`src/rtl/calc_key_entry_if.sv`:
```
// rtl/calc_key_entry_if.sv - key event input and operand/operator outputs of calc_key_entry
interface calc_key_entry_if;
  logic       key_valid;
  logic [3:0] key_code;
  logic [3:0] o_num1;
  logic [3:0] o_num2;
  logic [3:0] o_op;
  logic [1:0] o_stage;
  logic       o_show;
  logic       o_reject;

  // Key source side: drives key events, observes the sequencer outputs
  modport master (
    output key_valid, key_code,
    input  o_num1, o_num2, o_op, o_stage, o_show, o_reject
  );

  // Sequencer side
  modport slave (
    input  key_valid, key_code,
    output o_num1, o_num2, o_op, o_stage, o_show, o_reject
  );
endinterface

```
`src/rtl/calc_key_entry.sv`:
```
// rtl/calc_key_entry.sv - key-entry sequencer building num1/op/num2 for the calculator
module calc_key_entry #(
  parameter int unsigned TIMEOUT_CYCLES = 500_000_000
) (
  input logic             clk,
  input logic             rst,
  calc_key_entry_if.slave kif
);

  typedef enum logic [1:0] {
    S_NUM1 = 2'd0,
    S_NUM2 = 2'd1,
    S_SHOW = 2'd2
  } state_t;

  localparam logic        TO_EN   = (TIMEOUT_CYCLES != 0);
  localparam logic [31:0] TO_LAST = 32'(TIMEOUT_CYCLES - 1);

  localparam logic [3:0] K_CLEAR  = 4'hA;
  localparam logic [3:0] K_EQUALS = 4'hB;

  state_t      state_q, state_d;
  logic [3:0]  num1_q, num1_d;
  logic [3:0]  num2_q, num2_d;
  logic [3:0]  op_q, op_d;
  logic        show_q, show_d;
  logic        reject_q, reject_d;
  logic        num1_set_q, num1_set_d;
  logic        num2_set_q, num2_set_d;
  logic [31:0] cnt_q, cnt_d;

  logic is_digit;
  logic is_op;
  logic armed;
  logic to_fire;

  assign is_digit = (kif.key_code <= 4'd9);
  assign is_op    = (kif.key_code >= 4'hC);
  // A partial entry exists only once num1 is set or an operator was taken
  assign armed    = (state_q == S_NUM2) || num1_set_q;
  // A key in the same cycle wins over the timeout
  assign to_fire  = TO_EN && !kif.key_valid && armed && (cnt_q == TO_LAST);

  // Next-state: key decoding per state, timeout auto-clear and idle counter
  always_comb begin
    state_d    = state_q;
    num1_d     = num1_q;
    num2_d     = num2_q;
    op_d       = op_q;
    show_d     = show_q;
    reject_d   = 1'b0;
    num1_set_d = num1_set_q;
    num2_set_d = num2_set_q;
    cnt_d      = cnt_q;

    if (kif.key_valid || (state_q == S_SHOW) || to_fire) begin
      cnt_d = '0;
    end else if (cnt_q != '1) begin
      cnt_d = cnt_q + 32'd1;
    end

    if (kif.key_valid) begin
      if (kif.key_code == K_CLEAR) begin
        state_d    = S_NUM1;
        num1_d     = '0;
        num2_d     = '0;
        op_d       = '0;
        show_d     = 1'b0;
        num1_set_d = 1'b0;
        num2_set_d = 1'b0;
      end else begin
        case (state_q)
          S_NUM1: begin
            if (is_digit) begin
              num1_d     = kif.key_code;
              num1_set_d = 1'b1;
            end else if (is_op && num1_set_q) begin
              op_d    = kif.key_code;
              state_d = S_NUM2;
            end else begin
              reject_d = 1'b1;
            end
          end
          S_NUM2: begin
            if (is_digit) begin
              num2_d     = kif.key_code;
              num2_set_d = 1'b1;
            end else if (is_op) begin
              op_d = kif.key_code;
            end else if ((kif.key_code == K_EQUALS) && num2_set_q) begin
              state_d = S_SHOW;
              show_d  = 1'b1;
            end else begin
              reject_d = 1'b1;
            end
          end
          S_SHOW: begin
            // Only a digit leaves SHOW; chaining on a wide result is not possible
            if (is_digit) begin
              num1_d     = kif.key_code;
              num2_d     = '0;
              op_d       = '0;
              num1_set_d = 1'b1;
              num2_set_d = 1'b0;
              show_d     = 1'b0;
              state_d    = S_NUM1;
            end else begin
              reject_d = 1'b1;
            end
          end
          default: begin
            state_d = S_NUM1;
          end
        endcase
      end
    end else if (to_fire) begin
      state_d    = S_NUM1;
      num1_d     = '0;
      num2_d     = '0;
      op_d       = '0;
      show_d     = 1'b0;
      num1_set_d = 1'b0;
      num2_set_d = 1'b0;
    end
  end

  // State and output registers; rst overrides any key in the same cycle
  always_ff @(posedge clk) begin
    if (rst) begin
      state_q    <= S_NUM1;
      num1_q     <= '0;
      num2_q     <= '0;
      op_q       <= '0;
      show_q     <= 1'b0;
      reject_q   <= 1'b0;
      num1_set_q <= 1'b0;
      num2_set_q <= 1'b0;
      cnt_q      <= '0;
    end else begin
      state_q    <= state_d;
      num1_q     <= num1_d;
      num2_q     <= num2_d;
      op_q       <= op_d;
      show_q     <= show_d;
      reject_q   <= reject_d;
      num1_set_q <= num1_set_d;
      num2_set_q <= num2_set_d;
      cnt_q      <= cnt_d;
    end
  end

  assign kif.o_num1   = num1_q;
  assign kif.o_num2   = num2_q;
  assign kif.o_op     = op_q;
  assign kif.o_stage  = state_q;
  assign kif.o_show   = show_q;
  assign kif.o_reject = reject_q;

endmodule

```
`src/flat_wrapper.sv`:
```
// flat-port wrapper written by rule: the top's interface ports become plain ports
module calc_key_entry_flat 
#(
  parameter int unsigned TIMEOUT_CYCLES = 500_000_000
)
  (clk, rst, kif_key_valid, kif_key_code, kif_o_num1, kif_o_num2, kif_o_op, kif_o_stage, kif_o_show, kif_o_reject);
  calc_key_entry_if kif_i ();
  input logic clk;
  input logic rst;
  input wire logic [$bits(kif_i.key_valid)-1:0] kif_key_valid;
  input wire logic [$bits(kif_i.key_code)-1:0] kif_key_code;
  output wire logic [$bits(kif_i.o_num1)-1:0] kif_o_num1;
  output wire logic [$bits(kif_i.o_num2)-1:0] kif_o_num2;
  output wire logic [$bits(kif_i.o_op)-1:0] kif_o_op;
  output wire logic [$bits(kif_i.o_stage)-1:0] kif_o_stage;
  output wire logic [$bits(kif_i.o_show)-1:0] kif_o_show;
  output wire logic [$bits(kif_i.o_reject)-1:0] kif_o_reject;
  assign kif_i.key_valid = kif_key_valid;
  assign kif_i.key_code = kif_key_code;
  assign kif_o_num1 = kif_i.o_num1;
  assign kif_o_num2 = kif_i.o_num2;
  assign kif_o_op = kif_i.o_op;
  assign kif_o_stage = kif_i.o_stage;
  assign kif_o_show = kif_i.o_show;
  assign kif_o_reject = kif_i.o_reject;
  calc_key_entry #(.TIMEOUT_CYCLES(TIMEOUT_CYCLES)) u_core (.clk(clk), .rst(rst), .kif(kif_i));
endmodule
```
`config.mk`:
```
export PLATFORM = sky130hd
export DESIGN_NAME = calc_key_entry_flat
export DESIGN_NICKNAME = d
export VERILOG_FILES = /design/src/rtl/calc_key_entry_if.sv /design/src/rtl/calc_key_entry.sv /design/src/flat_wrapper.sv
export SDC_FILE = /design/constraint.sdc
export NUM_CORES = 1
export LEC_CHECK = 0
export ABC_AREA = 1
export ABC_CLOCK_PERIOD_IN_PS = 2240
export BUFFER_PORTS_ARGS = -buffer_cell sky130_fd_sc_hd__buf_2
export CORE_MARGIN = 8
export CORE_UTILIZATION = 50
export CTS_CLUSTER_DIAMETER = 120
export DETAILED_ROUTE_END_ITERATION = 6
export PLACE_DENSITY = 0.68
export SLEW_MARGIN = 30
export SYNTH_ARGS = -nofsm -noshare
export SYNTH_HDL_FRONTEND = slang
export SYNTH_SLANG_ARGS = --single-unit
```
`constraint.sdc`:
```
create_clock -name clk -period 2.24 [get_ports clk]
set_input_delay 0.336 -clock clk [delete_from_list [all_inputs] [get_ports clk]]
set_output_delay 0.336 -clock clk [all_outputs]
set_load 0.005 [all_outputs]
```
# [Word-level counts from Yosys, hierarchy flattened]
# Index checks and enable logic that the tools add are counted.
[word_totals] out_inout_bits=16 register_bits=50 in_bits=7 elab_cells=97
[classes] bitwise=1 magnitude_cmp=2 n_reduce_logical=18 addsub=1 eq_ne=18 n_mux=48
[ops] operator="two-way mux 4 bit" count=14
[ops] operator="adder 32 x 1 -> 32 bit (second input constant)" count=1
[ops] operator="equality test 32 x 29 -> 1 bit (second input constant)" count=1
[ops] operator="inequality test 32 bit (second input constant)" count=1
[ops] operator="two-way mux 1 bit" count=19
[ops] operator="two-way mux 2 bit" count=9
[ops] operator="inequality test 4 bit (second input constant)" count=4
[ops] operator="AND reduction 7 bit" count=2
[ops] operator="inequality test 4 x 3 -> 1 bit (second input constant)" count=3
[ops] operator="one-hot mux 4 bit (3 select lines)" count=1
[ops] operator="equality test 4 bit (second input constant)" count=2
[ops] operator="one-hot mux 4 bit (2 select lines)" count=1
[ops] operator="one-hot mux 2 bit (3 select lines)" count=1
[ops] operator="AND reduction 6 bit" count=1
[ops] operator="inequality test 5 x 1 -> 1 bit (second input constant)" count=1
[ops] operator=">= comparator 4 bit (second input constant)" count=1
[ops] operator="<= comparator 4 bit (second input constant)" count=1
[ops] operator="logical AND 1 bit" count=4
[ops] operator="inequality test 4 x 1 -> 1 bit (second input constant)" count=1
[ops] operator="inequality test 4 x 2 -> 1 bit (second input constant)" count=1
[ops] operator="one-hot mux 1 bit (2 select lines)" count=2
[ops] operator="AND reduction 4 bit" count=1
[ops] operator="OR reduction 2 bit" count=2
[ops] operator="logical OR 1 bit" count=3
[ops] operator="other kinds (11)" count=11

# [Logic depth before layout (Yosys ltp)]
# Gate-level depths: netlist of the first run.
[depth] depth_word=8 depth_mapped=12

# [Worst setup path before layout of the first run]
# OpenSTA, ideal clock, no wires.
[synth_path] path_kind="flip-flop to flip-flop" start="reg u_core.cnt_q[0]" end="reg u_core.cnt_q[25]" period_less_slack_ps=1621 path_slack_ps=619 stages_incl_launch_ff=12 n_path_buf=2 arrival_time_ps=1546 path_cell_list="dfxtp_1 -> ha_1 -> nand2_1 -> inv_1 -> nand3_4 -> nor2_8 -> inv_2 -> nor2_4 -> nand2_2 -> buf_6 -> buf_8 -> a31oi_2"
[synth_via] elab_chain_len=4
[synth_rtl] item="from (decl)" line_no="calc_key_entry.sv:30" rtl="logic [31:0] cnt_q, cnt_d;"
[synth_rtl] item="from (signal assigned)" line_no="calc_key_entry.sv:148" rtl="cnt_q <= cnt_d;"
[synth_rtl] item="branches (longest 4 deep; another with adder 32 x 1 -> 32 bit)"
# Parallel ways; which one is timed is not known.
# A chain may end at the register's enable or synchronous reset.

# [Final worst setup path of the first run]
[layout_path] start="reg u_core.cnt_q[0]" end="reg u_core.cnt_q[1]"
# The elaborated chain is that of the path after synthesis.

==> impl_results.md, run 1 <==
- Run status: completed
- Clock skew: 9.746 ps
- Syn Nets: 460
- Final period util: 82.16%
- Peak Freq: 0.5434 GHz
- Synthesis-stage register bit count: 50
- Warnings, synthesis: 0
- Gpl congestion: 0.9115
- CTS tree: built
- Max_slew headroom: 72.26%
- Cell Rows: 28
- Initial Utilization: 50.75%
- CP startpoint: u_core.cnt_q[0]
- PD cells: 541.4 nW/µm²
- Routed WL per cell: 13.08 µm
- Post-CTS Setup Repair Bufs: 0
- Crit Path Category: reg2reg
- # setup viols final: 0
- DRC: 0
- CP Capture Type: flop
- Clk Tree Root Cell: clkbuf_8
- Hold Crit Class: in2reg
- Hold buffers post-CTS: 0
- Reg-to-reg startpoint: u_core.cnt_q[0]
- Inst Count DP: 538
- Total Wirelength: 7142 µm
- Proportion of layout cells with a drive suffix above 1: 12.10%
- Hold depth: 2
- Largest net degree at the start of global routing: 33
- Grt total ovfl: 0
- Post-detail-place hpwl: 5506 µm
- Setup crit end: u_core.cnt_q[1]
- Via/cell ratio: 5.099
- Ant diodes: 0
- WP data required: 2480 ps
- CORE AREA: 5816 µm²
- Arr. time, crit path: 2080 ps
- R2r setup slk: 400 ps
- Starting DRT DRC Count: 199
- Post-synth cell types: 29
- Die Width: 92.83 µm
- Most common cell after layout, fill and taps aside: nand2_1
- Syn Area/Cell: 6.603 µm²
- Number of buffers added on ports: 22
- Commonest non-fill, non-tap cells in the layout: 119 x nand2_1, 98 x nor2_1, 51 x inv_1, 50 x dfxtp_1
- Crit path time final: 1840 ps
- P&R area growth vs syn: 8.690%
- Final Max Slew Viols: 0
- Via count: 2,784
- Cts bufs inserted: 5
- Clock Path Buffers: 2
- Endpoints failing hold: 0
- RR Endpoint: u_core.cnt_q[1]
- Die area: 8617 µm²
- Syn Inst Count: 447
- Number of global-route vias before repair: 2,713
- First drt pass iteration count: 4
- Reg clk slew, reported paths: 90 ps
- Post-layout util: 55.16%
- Startpoint Class: flop
- Num ports: 23
- GR Util All Layers: 17.41%
- Sequential area share after synthesis: 33.91%
- Net count, final: 483
- Initial antenna violation count: 0
- Worst slew pin tran: 415.6 ps
- Max cap viols: 0
- DRT antenna net count: 0
- CTS resizes: 0
- Latest clock arrival within the worst-skew pair: 300 ps
- CP Max Fanout: 15
- Fin cells: 546
- Synthesized area: 2952 µm²
- # clock sinks: 50
- Die Y: 92.83 µm
- RSZ-0062 raised after global routing: false
- Reg2reg path depth: 11
- H-tree Lvls: 2
- Setup TNS: 0 ps
- Max VDD drop: 0.3505 mV
- First-pass GRT wire length: 12,400 µm
- Leak: 0.001312 µW
-- synth_stat cells --
cell      instances  share of area, %
nand2_1         119                15
nor2_1           98                12
inv_1            51               6.5
dfxtp_1          50                34
nand3_1          22               3.7
nor3_1           14               2.4
xor2_1           14               4.2
a21oi_1          12               2.0
nand4_1          11               2.3
a31oi_2           7               3.0
ha_1              6               2.5
xnor2_1           5               1.5
a21oi_2           4               1.2
a31oi_1           4              0.85
inv_2             4              0.51
nand3b_1          4               1.0
o21ai_0           4              0.68
buf_6             3               1.1
nand3_2           3               1.0
buf_2             2              0.34
nand2_2           2              0.42
buf_4             1              0.25
buf_8             1              0.51
clkbuf_1          1              0.13
nand2_4           1              0.38
nand3_4           1              0.59
nor2_4            1              0.38
nor2_8            1              0.68
o21ai_2           1              0.30
-- worst min path at each step --
stage	slack, ps	end	start
6_report	270	u_core.kif.o_num1[3]	rst
5_1_grt	270	u_core.kif.o_num1[0]	rst
4_1_cts	270	u_core.kif.o_num1[3]	rst
3_5_place_dp	450	u_core.kif.o_num1[3]	u_core.kif.o_num1[3]
3_3_place_gp	450	u_core.kif.o_num1[1]	u_core.kif.o_num1[1]
2_1_floorplan	410	u_core.kif.o_num1[0]	rst
-- routing by layer --
| metal | GRT usage [%] | share of wire (%) | up-vias |
|---|---|---|---|
| met5 | 0 | 0 | - |
| met4 | 5.235 | 1.4 | 0 |
| met3 | 3.964 | 5.4 | 11 |
| met2 | 27.16 | 43 | 67 |
| met1 | 23.22 | 50 | 1254 |
| li1 | - | - | 1452 |
-- cells by family after synthesis --
family | after synthesis | synth area share, %
adder cells (fa/ha/maj) | 6 | 2.543
buffers and inverters | 63 | 9.368
AO/OA/AOI/OAI | 32 | 8.012
XOR/XNOR | 19 | 5.638
flip-flops | 50 | 33.91
AND/OR/NAND/NOR | 277 | 40.53
-- power breakdown --
part           internal (µW)  leakage, µW  switching (µW)
clock network            249    0.0000472             304
logic                   88.1     0.000859             156
registers                920     0.000406            18.8
-- critical path, cell delays in order, from the launching register on --
cell and delay (ps):
dfxtp_1 390, ha_1 240, nand2_1 90, inv_1 100
nand3_4 120, nor2_8 150, inv_2 70, nor2_4 110
nand2_2 70, inv_2 240, nand2_1 80, a21oi_1 130
-- final cells by class --
type                    count  area, µm²
clock buffers               6      82.58
clock inverters             2      12.51
fillers                   643       2608
inverters                  55      206.4
multi-input cells         334       1674
flip-flops and latches     50       1001
well taps                  75      93.84
repair buffers             24      137.6
-- flip-flops by register name (all words and copies together) (netlist names) --
register	count
u_core.kif.o_stage	2
u_core.kif.o_num2	4
u_core.kif.o_op	4
u_core.num1_set_q	1
u_core.cnt_q	32
u_core.num2_set_q	1
u_core.kif.o_num1	4
u_core.kif.o_show	1
u_core.kif.o_reject	1
-- per-stage QoR --
step	area, µm²	power (µW)	hold slack (ps)	worst slack (ps)
CTS	3208	1759	271.9	376.0
detailed placement	3113	1204	453.4	402.6
finish	3208	1737	270.6	399.6
floorplan	2952	1128	405.1	619.3
global placement	3113	1202	453.6	420.8
global route	3208	1838	274.3	178.6
Note: power is estimated with default switching activity, not from simulation.
==> run 2, diff against run 1 <==
ABC_CLOCK_PERIOD_IN_PS = 1600   (was 2240)
PLACE_DENSITY = 0.71   (was 0.68)
clock period = 1.6 ns   (was 2.24 ns; I/O delays follow)
==> run 2 against run 1 <==
  * The run now ends with negative setup slack left
  * Die area stayed put
  * Hold slack worse by 110 ps
  * Via count is 15% higher
  * Critical path depth is 1 lower
  * First-iteration DRC count is 77% higher
  * Clock power is 39% higher
  * Sequential cell count stayed put
  * Clock skew is 2.4 ps higher
  * Core utilization is 11 points higher
  * Routed wire length is 21% higher
  * Non-clock buffer count is 43 higher
  * Combinational power is 110% higher
  * Largest power group unchanged
  * Highest routed layer unchanged
==> impl_results.md, run 2 (same netlist as run 1, synthesis figures left out) <==
- Run status: complete, but fails checks (was completed)
- Failing checks: negative setup slack
- Clock Path Buffers: 2 (unchanged)
- Proportion of layout cells with a drive suffix above 1: 30.10% (was 12.10%)
- # clock sinks: 50 (unchanged)
- Hold Crit Class: in2reg (unchanged)
- Initial antenna violation count: 0 (unchanged)
- Gpl congestion: 0.9582 (was 0.9115)
- Via count: 3,196 (was 2,784)
- Most common cell after layout, fill and taps aside: nand2_1 (unchanged)
- Setup TNS: -354.1 ps (was 0 ps)
- Number of global-route vias before repair: 2,878 (was 2,713)
- Cell Rows: 28 (unchanged)
- Die Width: 92.83 µm (unchanged)
- Die area: 8617 µm² (unchanged)
- Initial Utilization: 50.75% (unchanged)
- Total Wirelength: 8627 µm (was 7142 µm)
- Max reg flops: 32 (unchanged)
- Post-layout util: 66.27% (was 55.16%)
- Clk Tree Root Cell: clkbuf_8 (unchanged)
- Placed Area: 3381 µm² (was 3113 µm²)
- Clock skew: 12.10 ps (was 9.746 ps)
- Leak: 0.001592 µW (was 0.001312 µW)
- CP delay by family, top: simple AND/OR/NAND/NOR gates (unchanged)
- Starting DRT DRC Count: 352 (was 199)
- Biggest register: u_core.cnt_q (unchanged)
- Max cap viols: 0 (unchanged)
- DRT antenna net count: 0 (unchanged)
- CORE AREA: 5816 µm² (unchanged)
- First-pass GRT wire length: 12,940 µm (was 12,400 µm)
- Slowest-stage cell, CP: dfxtp_4 (was dfxtp_1)
- Die Y: 92.83 µm (unchanged)
- Endpoints failing hold: 0 (unchanged)
- Final period util: 102.3% (was 82.16%)
- Commonest non-fill, non-tap cells in the layout: 110 x nand2_1, 85 x nor2_1, 44 x inv_1, 39 x dfxtp_1, 38 x buf_4 (was 119 x nand2_1, 98 x nor2_1, 51 x inv_1, 50 x dfxtp_1)
- Hold slack: 162.3 ps (was 270.6 ps)
- DRC: 0 (unchanged)
- GR Util All Layers: 18.17% (was 17.41%)
- Latest clock arrival within the worst-skew pair: 310 ps (was 300 ps)
- Peak Freq: 0.6109 GHz (was 0.5434 GHz)
- Reg clk slew, reported paths: 90 ps (about the same)
- CP Capture Type: flop (unchanged)
- Number of buffers added on ports: 22 (unchanged)
- Cts bufs inserted: 5 (unchanged)
- Worst slew pin tran: 581.3 ps (was 415.6 ps)
- Largest net degree at the start of global routing: 33 (unchanged)
- Hold buffers post-CTS: 0 (unchanged)
- Via/cell ratio: 5.417 (was 5.099)
- Max_slew headroom: 60.84% (was 72.26%)
- Grt total ovfl: 0 (unchanged)
- # setup viols final: 20 (was 0)
- First drt pass iteration count: 7 (was 4)
- Arr. time, crit path: 1840 ps (was 2080 ps)
- RSZ-0062 raised after global routing: true (was false)
- Final Cell Area: 3854 µm² (was 3208 µm²)
- CP Max Fanout: 8 (was 15)
- Ant diodes: 0 (unchanged)
- Crit Path Category: reg2reg (unchanged)
- WP data required: 1800 ps (was 2480 ps)
- Overall Power: 2607 µW (was 1737 µW)
- Crit-path cells: ha_4 > inv_1 > nand2_1 > nand3_2 > nor2_2 > nand3_4 > nand4_1 > buf_6 > clkbuf_16 > a31oi_1 (was ha_1 > nand2_1 > inv_1 > nand3_4 > nor2_8 > inv_2 > nor2_4 > nand2_2 > inv_2 > nand2_1 > a21oi_1)
- Final Max Slew Viols: 0 (unchanged)
- Net count, final: 527 (was 483)
- PD cells: 676.4 nW/µm² (was 541.4 nW/µm²)
- H-tree Lvls: 2 (unchanged)
- Routed WL per cell: 14.62 µm (was 13.08 µm)
- Startpoint Class: flop (unchanged)
- Max VDD drop: 0.5936 mV (was 0.3505 mV)
- Crit path time final: 1637 ps (was 1840 ps)
- Final worst slack: -36.82 ps (was 399.6 ps)
- Post-detail-place hpwl: 5812 µm (was 5506 µm)
- Worst stage delay on the critical path: 390 ps (about the same)
- P&R area growth vs syn: 30.56% (was 8.690%)
- Buf+Inv Stages, Crit Path: 3 (unchanged)
- Num ports: 23 (unchanged)
- CTS tree: built (unchanged)
[run 2: cell types whose count changed in the layout (fill, tap and decap cells not counted), sizes merged]
cell      delta
nand2        +1
clkinvlp     +1
inv          -1
clkbuf       +1
buf         +42
[run 2: final cells by class]
cell class,instances,area (µm²)
fillers,502,1962
multi-input cells,335,1923
flip-flops and latches,50,1017
repair buffers,67,504.2
inverters,55,220.2
well taps,75,93.84
clock buffers,6,82.58
clock inverters,2,12.51
[run 2: stage by stage]
step / setup WS, ps / instances
after floorplan: 2.918 / 447
after global placement: -98.14 / 573
after detailed placement: -108.3 / 573
after CTS: 6.648 / 584
after global routing: -128.4 / 590
final: -36.82 / 590
[run 2: what timing repair did]
action,CTS,global route
gates cloned,1,2
resized for setup,19,63
setup endpoints to repair,27,49
pin swaps,7,27
setup buffers,2,4
[run 2: routing by layer]
layer  wire (µm)  GRT usage, %  part of all wire (%)
met1        3678         23.60                    43
met2        4079         28.40                    47
met3         657         5.340                   7.6
met5           0             0                     0
met4         211         5.101                   2.4
[run 2: report_power, final]
group          switching [µW]  leakage, µW  internal [µW]
sequential               27.4     0.000411           1290
combinational             306      0.00113            212
clock                     423    0.0000472            348
[run 2: worst paths after layout]
kind	slack, ps	end	depth (start not counted)	start
worst max-delay path	-40	u_core.cnt_q[30]	10	u_core.kif.o_stage[0]
worst min-delay path	160	u_core.num1_set_q	2	rst
worst max register to register	-40	u_core.cnt_q[30]	10	u_core.kif.o_stage[0]
worst min register to register	470	u_core.num1_set_q	2	u_core.num1_set_q
==> run 3, diff against run 2 <==
REMOVE_ABC_BUFFERS = 1   (was default)
==> run 3 against run 2 <==
  * The flow now finishes without violations
  * Fmax rose by 2.7%
  * Count of clock-buffer cells in the layout down 1
  * Sequential cell count did not move
  * Clock skew down 4.6 ps
  * Design area grew 3.8%
  * First-iteration DRC count down 50%
  * Critical path type unchanged
  * Highest routed layer unchanged
==> impl_results.md, run 3 (same netlist as run 1, synthesis figures left out) <==
- Peak Freq: 0.6276 GHz (was 0.6109 GHz)
- Initial antenna violation count: 0 (unchanged)
- Num ports: 23 (unchanged)
- # setup viols final: 0 (was 20)
- Latest clock arrival within the worst-skew pair: 310 ps (about the same)
- Max reg flops: 32 (unchanged)
- Hold Crit Class: in2reg (unchanged)
- Worst stage delay on the critical path: 340 ps (was 390 ps)
- Overall Power: 2561 µW (was 2607 µW)
- Via count: 3,069 (was 3,196)
- RR Endpoint: u_core.cnt_q[13] (was u_core.cnt_q[30])
- PD cells: 640.3 nW/µm² (was 676.4 nW/µm²)
- Leak: 0.001675 µW (was 0.001592 µW)
- Die Width: 92.83 µm (unchanged)
- Starting DRT DRC Count: 176 (was 352)
- Crit Path Category: reg2reg (unchanged)
- Min-Delay Endpoint: u_core.kif.o_num1[1] (was u_core.num1_set_q)
- Number of buffers added on ports: 22 (unchanged)
- Hold slack: 170.0 ps (was 162.3 ps)
- CP Max Fanout: 6 (was 8)
- First-pass GRT wire length: 13,700 µm (was 12,940 µm)
- Post-detail-place hpwl: 6296 µm (was 5812 µm)
- Final period util: 99.59% (was 102.3%)
- Cell Rows: 28 (unchanged)
- Via/cell ratio: 5.056 (was 5.417)
- Clock skew: 7.483 ps (was 12.10 ps)
- Reg-to-reg startpoint: u_core.cnt_q[8] (was u_core.kif.o_stage[0])
- Crit-path cells: inv_2 > buf_4 > nor3_2 > buf_4 > nand2_1 > nor2_4 > nand2_4 > inv_6 > buf_12 > nor2_1 > nor2_1 (was ha_4 > inv_1 > nand2_1 > nand3_2 > nor2_2 > nand3_4 > nand4_1 > buf_6 > clkbuf_16 > a31oi_1)
- Largest net degree at the start of global routing: 33 (unchanged)
- Die Y: 92.83 µm (unchanged)
- First drt pass iteration count: 4 (was 7)
- GR Util All Layers: 19.60% (was 18.17%)
- DRC: 0 (unchanged)
- CP Capture Type: flop (unchanged)
- CORE AREA: 5816 µm² (unchanged)
- Max VDD drop: 0.5375 mV (was 0.5936 mV)
- Gpl congestion: 0.9466 (was 0.9582)
- Cts bufs inserted: 5 (unchanged)
- # clock sinks: 50 (unchanged)
- Ant diodes: 0 (unchanged)
- Most common cell after layout, fill and taps aside: nand2_1 (unchanged)
- Clock Path Buffers: 2 (unchanged)
- Post-layout util: 68.78% (was 66.27%)
- Hold depth: 2 (unchanged)
- Max cap viols: 0 (unchanged)
- DRT antenna net count: 0 (unchanged)
- Hold path start: rst (unchanged)
- WP data required: 1850 ps (was 1800 ps)
- Setup TNS: 0 ps (was -354.1 ps)
- Clk Tree Root Cell: clkbuf_8 (unchanged)
- RSZ-0062 raised after global routing: true (unchanged)
- Commonest non-fill, non-tap cells in the layout: 116 x nand2_1, 90 x nor2_1, 53 x buf_4, 46 x inv_1, 42 x dfxtp_1 (was 110 x nand2_1, 85 x nor2_1, 44 x inv_1, 39 x dfxtp_1, 38 x buf_4)
- Number of global-route vias before repair: 2,987 (was 2,878)
- Initial Utilization: 50.75% (unchanged)
- H-tree Lvls: 2 (unchanged)
- Max_slew headroom: 72.35% (was 60.84%)
- Reg clk slew, reported paths: 100 ps (was 90 ps)
- Startpoint Class: flop (unchanged)
- CTS tree: built (unchanged)
- Slowest-stage cell, CP: dfxtp_2 (was dfxtp_4)
- Crit path time final: 1593 ps (was 1637 ps)
- Biggest register: u_core.cnt_q (unchanged)
- Reg2reg path depth: 11 (was 10)
- Proportion of layout cells with a drive suffix above 1: 30.26% (was 30.10%)
- Hold buffers post-CTS: 0 (unchanged)
- Endpoints failing hold: 0 (unchanged)
- Grt total ovfl: 0 (unchanged)
- Worst slew pin tran: 410.4 ps (was 581.3 ps)
- Total Wirelength: 8832 µm (was 8627 µm)
- R2r setup slk: 7 ps (was -40 ps)
- Net count, final: 544 (was 527)
- Arr. time, crit path: 1840 ps (about the same)
- Routed WL per cell: 14.55 µm (was 14.62 µm)
- Die area: 8617 µm² (unchanged)
- Final Max Slew Viols: 0 (unchanged)
- Run status: completed (was complete, but fails checks)
- P&R area growth vs syn: 35.52% (was 30.56%)
==> run 3: cell types whose count changed in the layout (fill, tap and decap cells not counted), moves of 4 or more <==
cell     delta
a31oi_4     +5
nand2_2     -7
buf_4      +15
a31oi_2     -5
nand2_1     +6
nor2_1      +5
nor3_2      +4
==> run 3: worst max-delay path, delay by kind of cell (launching register included) <==
family / cells / cell delay, ps
DFF: 1 / 340
buffers and inverters: 5 / 520
and+or+nand+nor: 6 / 660
==> run 3: worst max path at each step <==
stage / slack [ps] / depth (start not counted) / startpoint / end
final: 7 / 11 / u_core.cnt_q[8] / u_core.cnt_q[13]
after floorplan: -710 / 9 / u_core.kif.o_stage[1] / u_core.cnt_q[18]
after detailed placement: -50 / 12 / u_core.cnt_q[1] / u_core.cnt_q[13]
after CTS: -10 / 12 / u_core.cnt_q[1] / u_core.kif.o_show
after global placement: -30 / 10 / u_core.kif.o_stage[0] / u_core.kif.o_op[1]
after global routing: -120 / 9 / u_core.kif.o_stage[0] / u_core.kif.o_num2[2]
==> run 3: layout make-up <==
| class | instances | area (µm²) |
|---|---|---|
| Clock buffer | 5 | 68.82 |
| Clock inverter | 3 | 21.27 |
| Fill cell | 517 | 1815 |
| Inverter | 55 | 211.5 |
| Multi-Input combinational cell | 334 | 1903 |
| Sequential cell | 50 | 1013 |
| Tap cell | 75 | 93.84 |
| Timing Repair Buffer | 85 | 688.2 |
==> run 3: stage by stage <==
step	std cells	worst slack, ps	instance area [µm²]
2_1_floorplan	439	-710.7	2882
3_3_place_gp	589	-31.28	3508
3_5_place_dp	589	-45.36	3508
4_1_cts	599	-11.86	3636
5_1_grt	607	-123.5	4000
6_report	607	6.605	4000
==> run 3: layer usage <==
metal | GRT usage (%) | wire, µm
met2 | 35.80 | 4472
met4 | 6.711 | 249
met5 | 0 | 0
met1 | 22.05 | 3703
met3 | 3.722 | 406
==> run 3: where the power goes <==
| part | leakage (µW) | internal, µW | total (µW) | switching [µW] |
|---|---|---|---|---|
| clock network | 0.0000441 | 308 | 768 | 460 |
| logic | 0.00122 | 204 | 478 | 273 |
| registers | 0.000410 | 1290 | 1320 | 24.9 |
| total | 0.00167 | 1800 | 2560 | 758 |
==> run 3: repair_timing <==
action                                  in CTS  in global routing
pin swaps                                    3                 15
resized for setup                            9                 60
endpoints found under the setup margin      26                 49
gates cloned                                 0                  4
buffers inserted                             2                  4
